[config.mk]
export PLATFORM = sky130hd
export DESIGN_NAME = ctrl_unit_pipelined
export DESIGN_NICKNAME = d
export VERILOG_FILES = /design/src/rtl/cpu_ctrl_pkg.sv /design/src/rtl/ctrl_decode_rom.sv /design/src/rtl/ctrl_unit_pipelined.sv
export SDC_FILE = /design/constraint.sdc
export NUM_CORES = 1
export LEC_CHECK = 0
export BUFFER_PORTS_ARGS = -buffer_cell sky130_fd_sc_hd__buf_4
export CELL_PAD_IN_SITES_DETAIL_PLACEMENT = 1
export CELL_PAD_IN_SITES_GLOBAL_PLACEMENT = 1
export CORE_UTILIZATION = 37
export CTS_BUF_LIST = sky130_fd_sc_hd__clkbuf_4 sky130_fd_sc_hd__clkbuf_8
export DETAILED_ROUTE_END_ITERATION = 10
export PLACE_DENSITY = 0.89
export SYNTH_ARGS = -nofsm -noshare
export SYNTH_HDL_FRONTEND = slang
export SYNTH_SLANG_ARGS = --single-unit
[constraint.sdc]
create_clock -name CLK -period 4.1 [get_ports CLK]
set_input_delay 0.82 -clock CLK [delete_from_list [all_inputs] [get_ports CLK]]
set_output_delay 0.82 -clock CLK [all_outputs]
set_load 0.005 [all_outputs]
[src/rtl/cpu_ctrl_pkg.sv]
// Shared types and constants for the pipelined CPU control unit.
// Opcode map, ALU function codes, the 13-bit control word and the FSM state encoding.
package cpu_ctrl_pkg;

   localparam logic [7:0] OP_LOADI = 8'h00;
   localparam logic [7:0] OP_MOV   = 8'h01;
   localparam logic [7:0] OP_ADD   = 8'h02;
   localparam logic [7:0] OP_SUB   = 8'h03;
   localparam logic [7:0] OP_AND   = 8'h04;
   localparam logic [7:0] OP_OR    = 8'h05;
   localparam logic [7:0] OP_J     = 8'h06;
   localparam logic [7:0] OP_BEQ   = 8'h07;
   localparam logic [7:0] OP_MULT  = 8'h08;
   localparam logic [7:0] OP_SLL   = 8'h09;
   localparam logic [7:0] OP_SRL   = 8'h0A;
   localparam logic [7:0] OP_SRA   = 8'h0B;
   localparam logic [7:0] OP_ROR   = 8'h0C;
   localparam logic [7:0] OP_BNE   = 8'h0D;
   localparam logic [7:0] OP_LWD   = 8'h0E;
   localparam logic [7:0] OP_LWI   = 8'h0F;
   localparam logic [7:0] OP_SWD   = 8'h10;
   localparam logic [7:0] OP_SWI   = 8'h11;

   localparam logic [3:0] ALU_FWD = 4'd0;
   localparam logic [3:0] ALU_ADD = 4'd1;
   localparam logic [3:0] ALU_AND = 4'd2;
   localparam logic [3:0] ALU_OR  = 4'd3;
   localparam logic [3:0] ALU_MUL = 4'd4;
   localparam logic [3:0] ALU_SLL = 4'd5;
   localparam logic [3:0] ALU_SRL = 4'd6;
   localparam logic [3:0] ALU_SRA = 4'd7;
   localparam logic [3:0] ALU_ROR = 4'd8;

   typedef struct packed {
      logic       branchneq;
      logic       branch;
      logic       jump;
      logic       rf_out_sel;
      logic       alu_in_sel;
      logic       write_enable;
      logic       alu_out_sel;
      logic       read;
      logic       write;
      logic [3:0] aluop;
   } ctrl_word_t;

   localparam ctrl_word_t CTRL_BUBBLE = '0;

   typedef enum logic [1:0] {
      DECODE = 2'd0,
      MEM    = 2'd1,
      FLUSH  = 2'd2,
      HALT   = 2'd3
   } state_t;

endpackage

[src/rtl/ctrl_decode_rom.sv]
// Combinational opcode decoder: opcode -> control word plus an illegal-opcode flag.
// Every field not named for an opcode stays 0, so the output never carries X.
module ctrl_decode_rom
   import cpu_ctrl_pkg::*;
#(
   parameter int OPCODE_WIDTH = 8
) (
   input  logic [OPCODE_WIDTH-1:0] opcode_i,
   output ctrl_word_t              word_o,
   output logic                    illegal_o
);

   always_comb begin
      word_o    = CTRL_BUBBLE;
      illegal_o = 1'b0;
      case (opcode_i)
         OPCODE_WIDTH'(OP_LOADI): begin
            word_o.write_enable = 1'b1;
            word_o.aluop        = ALU_FWD;
         end
         OPCODE_WIDTH'(OP_MOV): begin
            word_o.alu_in_sel   = 1'b1;
            word_o.write_enable = 1'b1;
            word_o.aluop        = ALU_FWD;
         end
         OPCODE_WIDTH'(OP_ADD): begin
            word_o.alu_in_sel   = 1'b1;
            word_o.write_enable = 1'b1;
            word_o.aluop        = ALU_ADD;
         end
         OPCODE_WIDTH'(OP_SUB): begin
            word_o.rf_out_sel   = 1'b1;
            word_o.alu_in_sel   = 1'b1;
            word_o.write_enable = 1'b1;
            word_o.aluop        = ALU_ADD;
         end
         OPCODE_WIDTH'(OP_AND): begin
            word_o.alu_in_sel   = 1'b1;
            word_o.write_enable = 1'b1;
            word_o.aluop        = ALU_AND;
         end
         OPCODE_WIDTH'(OP_OR): begin
            word_o.alu_in_sel   = 1'b1;
            word_o.write_enable = 1'b1;
            word_o.aluop        = ALU_OR;
         end
         OPCODE_WIDTH'(OP_J): begin
            word_o.jump = 1'b1;
         end
         OPCODE_WIDTH'(OP_BEQ): begin
            word_o.branch     = 1'b1;
            word_o.alu_in_sel = 1'b1;
            word_o.aluop      = ALU_ADD;
         end
         OPCODE_WIDTH'(OP_MULT): begin
            word_o.alu_in_sel   = 1'b1;
            word_o.write_enable = 1'b1;
            word_o.aluop        = ALU_MUL;
         end
         OPCODE_WIDTH'(OP_SLL): begin
            word_o.write_enable = 1'b1;
            word_o.aluop        = ALU_SLL;
         end
         OPCODE_WIDTH'(OP_SRL): begin
            word_o.write_enable = 1'b1;
            word_o.aluop        = ALU_SRL;
         end
         OPCODE_WIDTH'(OP_SRA): begin
            word_o.write_enable = 1'b1;
            word_o.aluop        = ALU_SRA;
         end
         OPCODE_WIDTH'(OP_ROR): begin
            word_o.write_enable = 1'b1;
            word_o.aluop        = ALU_ROR;
         end
         OPCODE_WIDTH'(OP_BNE): begin
            word_o.branchneq  = 1'b1;
            word_o.alu_in_sel = 1'b1;
            word_o.aluop      = ALU_ADD;
         end
         // Loads write back memory data, so the writeback mux selects the memory side.
         OPCODE_WIDTH'(OP_LWD): begin
            word_o.alu_in_sel   = 1'b1;
            word_o.write_enable = 1'b1;
            word_o.alu_out_sel  = 1'b1;
            word_o.read         = 1'b1;
         end
         OPCODE_WIDTH'(OP_LWI): begin
            word_o.write_enable = 1'b1;
            word_o.alu_out_sel  = 1'b1;
            word_o.read         = 1'b1;
         end
         OPCODE_WIDTH'(OP_SWD): begin
            word_o.alu_in_sel = 1'b1;
            word_o.write      = 1'b1;
         end
         // swi keeps BRANCHNEQ high: legacy encoding expected by the datapath.
         OPCODE_WIDTH'(OP_SWI): begin
            word_o.branchneq = 1'b1;
            word_o.write     = 1'b1;
         end
         default: begin
            illegal_o = 1'b1;
         end
      endcase
   end

endmodule

[src/rtl/ctrl_unit_pipelined.sv]
// Registered, stall-aware CPU control unit: 1-cycle decode, MEM hold on BUSYWAIT, post-branch flush.
// Optional feature macro ILLEGAL_OP_TRAP_EN adds the ILLEGAL output and a sticky HALT state.
module ctrl_unit_pipelined
   import cpu_ctrl_pkg::*;
#(
   parameter int INSTR_WIDTH    = 32,
   parameter int OPCODE_LSB     = 24,
   parameter int OPCODE_WIDTH   = 8,
   parameter int ALUOP_WIDTH    = 4,
   parameter int MEM_MIN_CYCLES = 1,
   parameter int FLUSH_CYCLES   = 1
) (
   input  logic                   CLK,
   input  logic                   RESET,
   input  logic [INSTR_WIDTH-1:0] INSTRUCTION,
   input  logic                   INSTR_VALID,
   input  logic                   BUSYWAIT,
   input  logic                   BRANCH_TAKEN,
   output logic                   BRANCHNEQ,
   output logic                   BRANCH,
   output logic                   JUMP,
   output logic                   RfOutSel,
   output logic                   AluInSel,
   output logic                   WRITEENABLE,
   output logic                   AluOutSel,
   output logic                   READ,
   output logic                   WRITE,
   output logic [ALUOP_WIDTH-1:0] ALUOP,
   output logic                   CTRL_VALID,
   output logic                   STALL
`ifdef ILLEGAL_OP_TRAP_EN
   ,
   output logic                   ILLEGAL
`endif
);

   localparam logic [4:0] MEM_MIN    = 5'(MEM_MIN_CYCLES);
   localparam logic [3:0] MEM_SAT    = 4'(MEM_MIN_CYCLES);
   localparam logic [2:0] FLUSH_LAST = 3'(FLUSH_CYCLES - 1);

   state_t     state_q, state_d;
   ctrl_word_t word_q, word_d;
   logic       valid_q, valid_d;
   logic [3:0] mem_cnt_q, mem_cnt_d;
   logic [2:0] flush_cnt_q, flush_cnt_d;
`ifdef ILLEGAL_OP_TRAP_EN
   logic       illegal_q, illegal_d;
`endif

   ctrl_word_t rom_word;
   logic       rom_illegal;
   logic       mem_exit;
   logic       do_decode;
   logic       unused_instr;

   ctrl_decode_rom #(
      .OPCODE_WIDTH (OPCODE_WIDTH)
   ) u_rom (
      .opcode_i  (INSTRUCTION[OPCODE_LSB +: OPCODE_WIDTH]),
      .word_o    (rom_word),
      .illegal_o (rom_illegal)
   );

   // Operand fields are consumed by the datapath, not here.
   assign unused_instr = ^INSTRUCTION;

   // mem_cnt_q counts completed MEM cycles, so +1 includes the current one.
   assign mem_exit = (({1'b0, mem_cnt_q} + 5'd1) >= MEM_MIN) && !BUSYWAIT;

   always_comb begin
      state_d     = state_q;
      word_d      = word_q;
      valid_d     = valid_q;
      mem_cnt_d   = mem_cnt_q;
      flush_cnt_d = flush_cnt_q;
`ifdef ILLEGAL_OP_TRAP_EN
      illegal_d   = illegal_q;
`endif
      do_decode   = 1'b0;

      case (state_q)
         DECODE: begin
            if (valid_q && BRANCH_TAKEN) begin
               word_d      = CTRL_BUBBLE;
               valid_d     = 1'b0;
               flush_cnt_d = 3'd0;
               state_d     = FLUSH;
            end else begin
               do_decode = 1'b1;
            end
         end
         MEM: begin
            if (mem_exit) begin
               word_d    = CTRL_BUBBLE;
               valid_d   = 1'b0;
               mem_cnt_d = 4'd0;
               state_d   = DECODE;
            end else if (mem_cnt_q < MEM_SAT) begin
               mem_cnt_d = mem_cnt_q + 4'd1;
            end
         end
         FLUSH: begin
            // The last flush cycle already accepts the branch-target instruction.
            if (flush_cnt_q == FLUSH_LAST) begin
               do_decode = 1'b1;
            end else begin
               flush_cnt_d = flush_cnt_q + 3'd1;
            end
         end
`ifdef ILLEGAL_OP_TRAP_EN
         HALT: begin
            word_d  = CTRL_BUBBLE;
            valid_d = 1'b0;
         end
`endif
         default: begin
            word_d  = CTRL_BUBBLE;
            valid_d = 1'b0;
            state_d = DECODE;
         end
      endcase

      if (do_decode) begin
         state_d     = DECODE;
         flush_cnt_d = 3'd0;
         if (!INSTR_VALID) begin
            word_d  = CTRL_BUBBLE;
            valid_d = 1'b0;
         end else if (rom_illegal) begin
            word_d  = CTRL_BUBBLE;
            valid_d = 1'b0;
`ifdef ILLEGAL_OP_TRAP_EN
            state_d   = HALT;
            illegal_d = 1'b1;
`endif
         end else begin
            word_d  = rom_word;
            valid_d = 1'b1;
            if (rom_word.read || rom_word.write) begin
               mem_cnt_d = 4'd0;
               state_d   = MEM;
            end
         end
      end
   end

   always_comb begin
      STALL = 1'b0;
      case (state_q)
         MEM:     STALL = !mem_exit;
`ifdef ILLEGAL_OP_TRAP_EN
         HALT:    STALL = 1'b1;
`endif
         default: STALL = 1'b0;
      endcase
   end

   always_ff @(posedge CLK) begin
      if (RESET) begin
         state_q     <= DECODE;
         word_q      <= CTRL_BUBBLE;
         valid_q     <= 1'b0;
         mem_cnt_q   <= 4'd0;
         flush_cnt_q <= 3'd0;
`ifdef ILLEGAL_OP_TRAP_EN
         illegal_q   <= 1'b0;
`endif
      end else begin
         state_q     <= state_d;
         word_q      <= word_d;
         valid_q     <= valid_d;
         mem_cnt_q   <= mem_cnt_d;
         flush_cnt_q <= flush_cnt_d;
`ifdef ILLEGAL_OP_TRAP_EN
         illegal_q   <= illegal_d;
`endif
      end
   end

   assign BRANCHNEQ   = word_q.branchneq;
   assign BRANCH      = word_q.branch;
   assign JUMP        = word_q.jump;
   assign RfOutSel    = word_q.rf_out_sel;
   assign AluInSel    = word_q.alu_in_sel;
   assign WRITEENABLE = word_q.write_enable;
   assign AluOutSel   = word_q.alu_out_sel;
   assign READ        = word_q.read;
   assign WRITE       = word_q.write;
   assign ALUOP       = ALUOP_WIDTH'(word_q.aluop);
   assign CTRL_VALID  = valid_q;
`ifdef ILLEGAL_OP_TRAP_EN
   assign ILLEGAL     = illegal_q;
`endif

endmodule
==> key figures, run 1 <==
Run status
  – Status: complete, no violations

Final layout
  – Layout net count: 203
  – P&R area growth vs syn: 23.1%
  – Non-Filler Instances: between 200 and 250
  – Most frequent cells in the layout: buf_4 (27), dfxtp_1 (22), nand2_1 (10), nor2_1 (9), a22o_1 (9)
  – Core Util, Final: 0.479
  – Layout cells sized above 1: 0.225
  – Number of diodes: 0
  – Most common cell after layout, fill and taps aside: buf_4

CTS
  – Clk buf depth: 2
  – Total CTS buffers: 3
  – Clk sink count: 22
  – TritonCTS clock tree: built
  – Clk Latency, worst-skew pair: around 330 ps
  – Root Buffer: clkbuf_4
  – Count of cells resized by post-cts repair: 0
  – Hold-fix buffer count after cts: 0
  – CTS clk-pin slew, worst paths: roughly 140 ps
  – Post-CTS setup buffers: 0
  – # H-tree levels: 1

Power and ir drop
  – Pwr dens: 292 nW/µm²
  – Pwr Total: approximately 0.43 mW
  – Peak VDD IR: 0.000163 V
  – Static Leakage: 0.657 nW

Placed design
  – I/O Buffers: 27
  – Hpwl dp: 2.41 mm
  – Inst Count DP: 200
  – Placer congestion estimate: 0.774

Floorplan
  – Top-level I/O count: 52
  – Core ar.: 3050 µm²
  – Die height: 58.7 µm
  – DIE AREA: ~3400 µm²
  – Die width: 58.7 µm
  – Initial core utilization: 0.389
  – Rows: 20

Yosys
  – Seq/Total Area, Yosys: 0.371
  – Distinct cells, synth: 43
  – #FFs+latches synth: 22
  – Syn Inst Count: 137
  – Yosys warning count: 0
  – Top_reg_cell synth: dfxtp_1
  – Syn Nets: approximately 180
  – Syn Area/Cell: about 8.7 µm²
  – Post-Syn Area: 1190 µm²
  – Number of synthesized flops with an enable pin: 0
  – Synth async-reset ratio: 0

Job
  – Max-Cap Viols: 0

Setup path
  – R2R cell count: 6
  – Internal reg-to-reg setup slack: ~1400 ps
  – Crit path kind: reg -> out
  – Critical path arrival: 2020 ps
  – Crit. End Element: output port
  – Worst Setup Start Kind: flop
  – Critical path peak fanout: 6
  – Critical Path RT: 3280 ps

Drt
  – DR iter-0 viols: 25
  – Final antenna-violating net count: 0
  – DRC Markers: 0
  – DRT Pass-1 Iters: 4
  – Final wirelength: 3.21 mm
  – Vias per inst: 5.42
  – WL/cell: 15.7 µm
  – Routed via count: 1105

GRT
  – Tot GR Track Use: 0.210
  – GR peak layer: met2
  – Vias in the first global route: 1184
  – First-pass GRT wire length: 5.33 mm
  – Antenna violations before repair: 0
  – Met1 Use GR: 0.224
  – Met3 usage in global routing: 0.0352
  – GRT Residual Overflow: 0
  – Pin count of the biggest net entering global routing: 14
  – Met2 Use GR: 0.389

Timing
  – Clk_skew: 7.92 ps
  – Max-slew headroom: 0.315
  – RSZ-0062 raised after global routing: no
  – Setup TNS: 0 ps
  – Fin. Hold Viols: 0
  – Fmax: around 0.35 GHz
  – Max-slew violations: 0
  – Final setup violation count: 0
  – Part of the cycle the worst path needs: 0.694
  – Tmin final: 2840 ps
  – Tightest Pin Transition: between 1000 and 1500 ps

Min path
  – Hold depth: 1
  – Hold crit path type: reg -> reg
==> worst max-delay path, cell delays in order (launching register included) <==
cell and delay [ps]:
dfxtp_1 440, inv_1 90, ha_1 320, nor4b_1 370, o221ai_1 260, inv_1 100, buf_4 110
==> registers in the layout, indices dropped and copies added, names as in the netlist, 2 cells and up <==
signal	cells
ALUOP	4
flush_cnt_q	3
mem_cnt_q	4
state_q	2
==> where the power goes <==
| group | total (mW) | internal, mW | leakage [nW] | switching (mW) |
|---|---|---|---|---|
| registers | 0.215 | 0.214 | 0.177 | 0.000644 |
| logic | 0.0380 | 0.0173 | 0.451 | 0.0206 |
| clock network | 0.174 | 0.0990 | 0.0279 | 0.0745 |
==> worst paths after layout <==
kind / to / startpoint
hold reg to reg: AluInSel / AluInSel
setup / recovery: STALL / mem_cnt_q[0]
setup reg to reg: ALUOP[3] / mem_cnt_q[0]
hold / removal: AluInSel / AluInSel
==> synthesized netlist by cell type (2+ instances only) <==
| cell type | number | area share |
|---|---|---|
| a21o_1 | 3 | 0.019 |
| a21oi_1 | 7 | 0.029 |
| a22o_1 | 9 | 0.066 |
| a32o_1 | 2 | 0.017 |
| and2_1 | 2 | 0.011 |
| and3_1 | 3 | 0.016 |
| and3b_1 | 2 | 0.015 |
| and4b_1 | 2 | 0.017 |
| clkbuf_1 | 4 | 0.013 |
| dfxtp_1 | 22 | 0.37 |
| ha_1 | 5 | 0.053 |
| inv_1 | 8 | 0.025 |
| mux2i_1 | 2 | 0.017 |
| nand2_1 | 10 | 0.032 |
| nand2b_1 | 5 | 0.026 |
| nand3_1 | 2 | 0.0084 |
| nor2_1 | 9 | 0.028 |
| nor2b_1 | 6 | 0.032 |
| nor3_1 | 4 | 0.017 |
| o21ai_0 | 5 | 0.021 |
| or3_1 | 3 | 0.016 |
==> kinds of logic after synthesis <==
| logic type | synth area share |
|---|---|
| AO/OA/AOI/OAI | 0.240 |
| flip-flops | 0.371 |
| AND/OR/NAND/NOR | 0.257 |
| adder cells (fa/ha/maj) | 0.0526 |
| buffers and inverters | 0.0558 |
| XOR/XNOR | 0.00737 |
| multiplexers | 0.0168 |
==> per-layer routing <==
metal  up-vias  share of wire
met1       540           0.41
met2        17           0.54
li1        541              -
met5         -              0
met4         0          0.024
met3         7          0.024
==> area by class of cell <==
class                   instances  area (µm²)
multi-input cells              99         682
flip-flops and latches         22         440
inverters                       8        30.0
clock inverters                 1        30.0
fillers                       395        1590
well taps                      44        55.1
repair buffers                 27         203
clock buffers                   3        22.5
==> stage by stage <==
step | worst slack (ps) | hold slack [ps] | area [µm²]
floorplan | 1890 | 443 | 1190
global placement | 1560 | 438 | 1410
detailed placement | 1450 | 450 | 1410
CTS | 1250 | 484 | 1460
global route | 1070 | 494 | 1460
finish | 1260 | 485 | 1460
Note: power is estimated with default switching activity, not from simulation.
==> run 2: changes to the inputs <==
--- a/config.mk
+++ b/config.mk
@@ -8,10 +8,10 @@
 export BUFFER_PORTS_ARGS = -buffer_cell sky130_fd_sc_hd__buf_4
 export CELL_PAD_IN_SITES_DETAIL_PLACEMENT = 1
 export CELL_PAD_IN_SITES_GLOBAL_PLACEMENT = 1
-export CORE_UTILIZATION = 37
+export CORE_UTILIZATION = 31
 export CTS_BUF_LIST = sky130_fd_sc_hd__clkbuf_4 sky130_fd_sc_hd__clkbuf_8
 export DETAILED_ROUTE_END_ITERATION = 10
-export PLACE_DENSITY = 0.89
+export PLACE_DENSITY = 0.8
 export SYNTH_ARGS = -nofsm -noshare
 export SYNTH_HDL_FRONTEND = slang
 export SYNTH_SLANG_ARGS = --single-unit
==> constraint.sdc (replaced) <==
create_clock -name CLK -period 2.4 [get_ports CLK]
set_input_delay 0.48 -clock CLK [delete_from_list [all_inputs] [get_ports CLK]]
set_output_delay 0.48 -clock CLK [all_outputs]
set_load 0.005 [all_outputs]
==> key figures, run 2 (same netlist as run 1, synthesis figures left out) <==
Setup path
  – Internal reg-to-reg setup slack: 480 ps (-950 ps)
  – Max stage delay on crit path: 410 ps (-30 ps)
  – Critical path arrival: 1740 ps (-280 ps)
  – Crit. End Element: output port
  – R2R cell count: 6 (unchanged)
  – Worst r2r dst: mem_cnt_q[0]
  – Crit path kind: reg -> out
  – Critical path peak fanout: 5 (-1)
  – Crit-path cells: inv_1 -> ha_1 -> nor4b_4 -> o221ai_2 -> inv_1 -> buf_4
  – Worst Setup Start Kind: flop
  – Most frequent cell on the critical path: inv_1
  – Critical path's slowest cell: dfxtp_1
  – RR Startpoint: mem_cnt_q[1]
  – Critical Path RT: 1920 ps (-1360 ps)

CTS
  – CTS clk-pin slew, worst paths: 80 ps (-60 ps)
  – Root Buffer: clkbuf_8
  – Clk Latency, worst-skew pair: 270 ps (-60 ps)
  – Post-CTS setup buffers: 0 (unchanged)
  – Hold-fix buffer count after cts: 0 (unchanged)
  – # H-tree levels: 1 (unchanged)
  – Clk sink count: 22 (unchanged)
  – TritonCTS clock tree: built
  – Total CTS buffers: 3 (unchanged)
  – Clk buf depth: 2 (unchanged)

Floorplan
  – Top-level I/O count: 52 (unchanged)
  – DIE AREA: 4090 µm² (+19%)
  – Rows: 22 (+10%)
  – Initial core utilization: 0.325 (-0.0647)
  – Die height: 63.9 µm (+8.9%)
  – Core ar.: 3660 µm² (+20%)
  – Die width: 63.9 µm (+8.9%)

Final layout
  – Number of diodes: 0 (unchanged)
  – Register area: 442 µm² (+0.28%)
  – Non-Filler Instances: 208 (+2.0%)
  – Layout net count: 204 (+0.49%)
  – Most common cell after layout, fill and taps aside: buf_4
  – Final instance area: 1490 µm² (+1.6%)
  – Layout cells sized above 1: 0.244 (+0.0187)
  – Filler cells: 433 (+9.6%)
  – P&R area growth vs syn: 25.1%
  – Footprint of the multi-input gates: 703 µm² (+3.1%)
  – Most frequent cells in the layout: buf_4 (28), dfxtp_1 (21), nand2_1 (10), nor2_1 (9), a22o_1 (9)

Timing
  – Setup TNS: 0 ps (unchanged)
  – Final setup violation count: 0 (unchanged)
  – Tmin final: 2220 ps
  – Part of the cycle the worst path needs: 0.925
  – Clk_skew: 8.66 ps (+0.735 ps)
  – Max-slew violations: 0 (unchanged)
  – Fin. Hold Viols: 0 (unchanged)
  – RSZ-0062 raised after global routing: no
  – Fmax: 0.451 GHz
  – Tightest Pin Transition: 667 ps (-361 ps)
  – Worst hold slack: 426 ps (-59.1 ps)
  – Max-slew headroom: 0.544 (+0.229)

Drt
  – Final antenna-violating net count: 0 (unchanged)
  – Vias per inst: 5.30 (-2.1%)
  – WL/cell: 15.6 µm (-0.85%)
  – DRT Pass-1 Iters: 2 (-2)
  – Final wirelength: 3.24 mm (+1.1%)
  – Routed via count: 1103 (-0.18%)
  – DRC Markers: 0 (unchanged)
  – DR iter-0 viols: 25 (unchanged)

GRT
  – Met2 Use GR: 0.291 (-0.0979)
  – GRT Residual Overflow: 0 (unchanged)
  – Antenna violations before repair: 0 (unchanged)
  – Pin count of the biggest net entering global routing: 14 (unchanged)
  – GR peak layer: met2
  – Tot GR Track Use: 0.164 (-0.0454)
  – Vias in the first global route: 1104 (-6.8%)
  – First-pass GRT wire length: 5.20 mm (-2.5%)
  – Met1 Use GR: 0.189 (-0.0351)
  – Met3 usage in global routing: 0.0268 (-0.00838)

Job
  – Max-Cap Viols: 0 (unchanged)

Min path
  – Hold depth: 2 (+1)
  – Min-delay src: RESET
  – Hold crit path type: in -> reg
  – Worst Hold End: flush_cnt_q[2]

Power and ir drop
  – Peak VDD IR: 0.000194 V (+19%)
  – Static Leakage: 0.656 nW (about the same)
  – Pwr dens: 446 nW/µm² (+53%)

Placed design
  – Hpwl dp: 2.43 mm (+0.91%)
  – I/O Buffers: 27 (unchanged)
  – Inst Count DP: 205 (+2.5%)
  – Placer congestion estimate: 0.812 (+4.8%)
  – Area after detailed placement: 1420 µm² (+0.89%)

Run status
  – Status: complete, no violations
-- run 2: final cells by class --
| cell class | count | share of cell area |
|---|---|---|
| multi-input cells | 99 | 0.473 |
| flip-flops and latches | 22 | 0.297 |
| repair buffers | 28 | 0.141 |
| well taps | 48 | 0.0404 |
| clock buffers | 3 | 0.0278 |
| inverters | 8 | 0.0202 |
-- run 2: repair_timing --
action | in CTS | in global routing
gates resized for setup | 1 | 3
hold endpoints to repair | 0 | 0
pin swaps | 0 | 0
endpoints found under the setup margin | 1 | 1
-- run 2: per-layer routing --
layer  up-vias  routed length (µm)
met5         -                   0
met4         0                  52
met3         4                 101
met2        18                1740
met1       542                1350
li1        539                   -
-- run 2: worst max-delay path by stage --
stage | endpoint | slack [ps] | from
2_1_floorplan | CTRL_VALID | 480 | mem_cnt_q[0]
3_5_place_dp | JUMP | 180 | INSTRUCTION[29]
4_1_cts | STALL | 30 | mem_cnt_q[0]
3_3_place_gp | mem_cnt_q[2] | 290 | INSTRUCTION[29]
5_1_grt | STALL | 40 | mem_cnt_q[1]
6_report | STALL | 180 | mem_cnt_q[1]
-- run 2: through the flow --
step	util	power, mW	worst slack (ps)
2_1_floorplan	-	0.412	484
3_3_place_gp	0.389	0.436	286
3_5_place_dp	0.389	0.439	180
4_1_cts	0.402	0.668	34.9
5_1_grt	0.406	0.696	41.8
6_report	0.406	0.664	180
-- run 2: power by group --
part,leakage (nW),internal [mW],switching (mW),total (mW)
logic,0.457,0.0297,0.0347,0.0644
clock network,0.0216,0.112,0.120,0.233
registers,0.178,0.366,0.00105,0.367
total,0.656,0.508,0.156,0.664
-- run 2: worst max-delay path, delay by kind of cell, from the launching register on --
kind	cells	cell delay [ps]
AOI/OAI and AO/OA	1	190
adders and majority gates	1	330
DFF	1	410
buffers and inverters	3	270
and+or+nand+nor	1	280
==> run 3: changes to the inputs <==
--- a/config.mk
+++ b/config.mk
@@ -8,10 +8,12 @@
 export BUFFER_PORTS_ARGS = -buffer_cell sky130_fd_sc_hd__buf_4
 export CELL_PAD_IN_SITES_DETAIL_PLACEMENT = 1
 export CELL_PAD_IN_SITES_GLOBAL_PLACEMENT = 1
-export CORE_UTILIZATION = 31
+export CORE_UTILIZATION = 33
 export CTS_BUF_LIST = sky130_fd_sc_hd__clkbuf_4 sky130_fd_sc_hd__clkbuf_8
 export DETAILED_ROUTE_END_ITERATION = 10
-export PLACE_DENSITY = 0.8
+export PLACE_DENSITY = 0.81
+export SETUP_SLACK_MARGIN = 0.3
 export SYNTH_ARGS = -nofsm -noshare
 export SYNTH_HDL_FRONTEND = slang
+export SYNTH_HIERARCHICAL = 1
 export SYNTH_SLANG_ARGS = --single-unit
==> key figures, run 3 <==
Yosys
  – Post-Syn Area: 1310 µm² (+11%)
  – Post-synthesis compound-gate area fraction: 0.249 (+0.00857)
  – Top_reg_cell synth: dfxtp_1
  – Synth area leaders: dfxtp_1 (35%), a22o_2 (7.6%), ha_1 (4.8%)
  – #FFs+latches synth: 23 (+4.5%)
  – Number of synthesized flops with an enable pin: 0 (unchanged)
  – Largest area contributor in the netlist: dfxtp_1
  – Synth Area in Simple Gates: 0.255 (-0.00160)
  – Largest family of logic cells by synthesized area: simple AND/OR/NAND/NOR gates
  – Syn Area/Cell: 9.32 µm² (+7.4%)
  – Synth async-reset ratio: 0 (unchanged)
  – Top cells by count, synth: dfxtp_1 (23), a22o_2 (10), nor2_1 (9), inv_1 (8)
  – Syn Inst Count: 141 (+2.9%)
  – Adder-cell share of the synthesized area: 0.0476 (-0.00501)
  – Syn Nets: 183 (+2.2%)
  – Mux cell area share after synthesis: 0.0162 (-0.000652)
  – Most instantiated library cell after synthesis: dfxtp_1
  – Distinct cells, synth: 50 (+16%)
  – Seq/Total Area, Yosys: 0.350 (-0.0201)
  – Synth Area in XOR/XNOR: 0.00667 (-0.000702)
  – Yosys warning count: 6 (+6)
  – Synth top area share: 0.350 (-0.0201)

Drt
  – WL/cell: 15.8 µm (+1.1%)
  – Vias per inst: 5.21 (-1.7%)
  – Final antenna-violating net count: 0 (unchanged)
  – DR iter-0 viols: 36 (+44%)
  – DRC Markers: 0 (unchanged)
  – Final wirelength: 3.59 mm (+11%)
  – Routed via count: 1189 (+7.8%)
  – DRT Pass-1 Iters: 4 (+2)

Power and ir drop
  – Peak VDD IR: 0.000274 V (+41%)
  – Pwr dens: 376 nW/µm² (-16%)
  – Static Leakage: 0.778 nW (+19%)
  – Pwr Total: 0.694 mW (+4.5%)

Placed design
  – Inst Count DP: 210 (+2.4%)
  – Dpl ws: 168 ps (-12.1 ps)
  – I/O Buffers: 27 (unchanged)
  – Placer congestion estimate: 0.875 (+7.9%)
  – Hpwl dp: 2.42 mm (-0.43%)
  – Area after detailed placement: 1550 µm² (+8.8%)

Floorplan
  – Core ar.: 3740 µm² (+2.3%)
  – Rows: 22 (unchanged)
  – Top-level I/O count: 52 (unchanged)
  – DIE AREA: 4240 µm² (+3.7%)
  – Die width: 65.1 µm (+1.8%)
  – Die height: 65.1 µm (+1.8%)
  – Initial core utilization: 0.351 (+0.0263)

Setup path
  – Internal reg-to-reg setup slack: 80 ps (-400 ps)
  – Crit. End Element: output port
  – Crit-path cells: inv_2 -> ha_4 -> or4b_4 -> a221o_1 -> inv_2 -> buf_6
  – Max stage delay on crit path: 490 ps (+80 ps)
  – Critical path peak fanout: 2 (-3)
  – Most frequent cell on the critical path: inv_2
  – Critical Path RT: 1920 ps (about the same)
  – Crit path buf inv count: 3 (unchanged)
  – Critical path arrival: 1900 ps (+160 ps)
  – Crit path kind: reg -> out
  – Critical path's slowest cell: or4b_4
  – Delay-heaviest family, CP: simple AND/OR/NAND/NOR gates
  – Worst Setup Start Kind: flop

CTS
  – Clk sink count: 23 (+4.5%)
  – Clk Latency, worst-skew pair: 260 ps (about the same)
  – Root Buffer: clkbuf_8
  – # H-tree levels: 1 (unchanged)
  – Total CTS buffers: 3 (unchanged)
  – TritonCTS clock tree: built
  – Clk buf depth: 2 (unchanged)
  – CTS clk-pin slew, worst paths: 80 ps (about the same)
  – Hold-fix buffer count after cts: 0 (unchanged)

GRT
  – Tot GR Track Use: 0.188 (+0.0236)
  – Pin count of the biggest net entering global routing: 15 (+1)
  – Antenna violations before repair: 0 (unchanged)
  – First-pass GRT wire length: 6.05 mm (+16%)
  – GRT Residual Overflow: 0 (unchanged)
  – Vias in the first global route: 1285 (+16%)

Final layout
  – P&R area growth vs syn: 40.5%
  – Layout net count: 223 (+9.3%)
  – Most frequent cells in the layout: buf_4 (36), dfxtp_1 (21), nor2_1 (9), a22o_4 (9)
  – Most common cell after layout, fill and taps aside: buf_4
  – Number of diodes: 0 (unchanged)
  – Layout cells sized above 1: 0.461 (+0.217)
  – Non-Filler Instances: 228 (+9.6%)
  – Final instance area: 1850 µm² (+24%)
  – Core Util, Final: 0.493 (+0.0870)
  – Filler cells: 445 (+2.8%)

Min path
  – Hold crit path type: in -> reg

Timing
  – Setup TNS: 0 ps (unchanged)
  – Fin. Hold Viols: 0 (unchanged)
  – PnR worst setup slack: 22.2 ps (-158 ps)
  – Clk_skew: 2.35 ps (-6.31 ps)
  – RSZ-0062 raised after global routing: yes
  – Worst hold slack: 421 ps (-5.38 ps)
  – Tightest Pin Transition: 598 ps (-68.0 ps)
  – Max-slew headroom: 0.596 (+0.0514)
  – Fmax: 0.421 GHz (-6.7%)
  – Max-slew violations: 0 (unchanged)
  – Tmin final: 2380 ps (+158 ps)
  – Final setup violation count: 0 (unchanged)
  – Part of the cycle the worst path needs: 0.991 (+0.0659)

Job
  – Max-Cap Viols: 0 (unchanged)

Run status
  – Status: complete, no violations
run 3: cell types whose count changed after synthesis, sizes merged, moves of 3 or more:
| cell | previous run | this run |
|---|---|---|
| buf | 3 | 6 |
| nand2b | 5 | 2 |
| a211oi | 0 | 3 |
| clkbuf | 5 | 2 |
| nand3b | 0 | 3 |
| nand2 | 10 | 7 |
| o21ai | 5 | 8 |
| a22o | 9 | 14 |
| nor4 | 0 | 4 |
run 3: path summary, 6_finish.rpt:
| check | startpoint | to | cells past startpoint |
|---|---|---|---|
| hold / removal | RESET | state_q[0] | 2 |
| setup / recovery | mem_cnt_q[0] | STALL | 6 |
| hold reg to reg | WRITEENABLE | WRITEENABLE | 1 |
| setup reg to reg | mem_cnt_q[0] | CTRL_VALID | 10 |
run 3: layout make-up:
type	count	area, µm²	share of cell area
repair buffers	43	383	0.207
multi-input cells	100	851	0.461
clock buffers	4	48.8	0.0264
flip-flops and latches	23	463	0.251
inverters	10	40.0	0.0217
well taps	48	60.1	0.0325
run 3: cell families after synthesis:
kind of cell               Yosys count
AOI/OAI and AO/OA                   41
xor gates and xnor gates             1
adders and majority gates            5
buffers and inverters               18
DFF                                 23
muxes                                2
and+or+nand+nor                     51
run 3: routing by layer:
metal / wire (µm) / GRT usage
met2: 1970 / 0.366
met5: 0 / 0
met3: 128 / 0.0365
met1: 1450 / 0.199
met4: 37 / 0.0625
run 3: timing repair:
item,CTS,global route
gates resized for setup,15,3
buffers inserted,11,2
pin swaps,3,2
endpoints found under the setup margin,15,16
gates cloned,1,0
run 3: power by group:
| part | switching [mW] | internal [mW] | leakage [nW] | total (mW) |
|---|---|---|---|---|
| Combinational | 0.0382 | 0.0277 | 0.566 | 0.0659 |
| Clock | 0.116 | 0.130 | 0.0262 | 0.246 |
| Sequential | 0.000556 | 0.382 | 0.186 | 0.382 |
| Total | 0.155 | 0.539 | 0.778 | 0.694 |
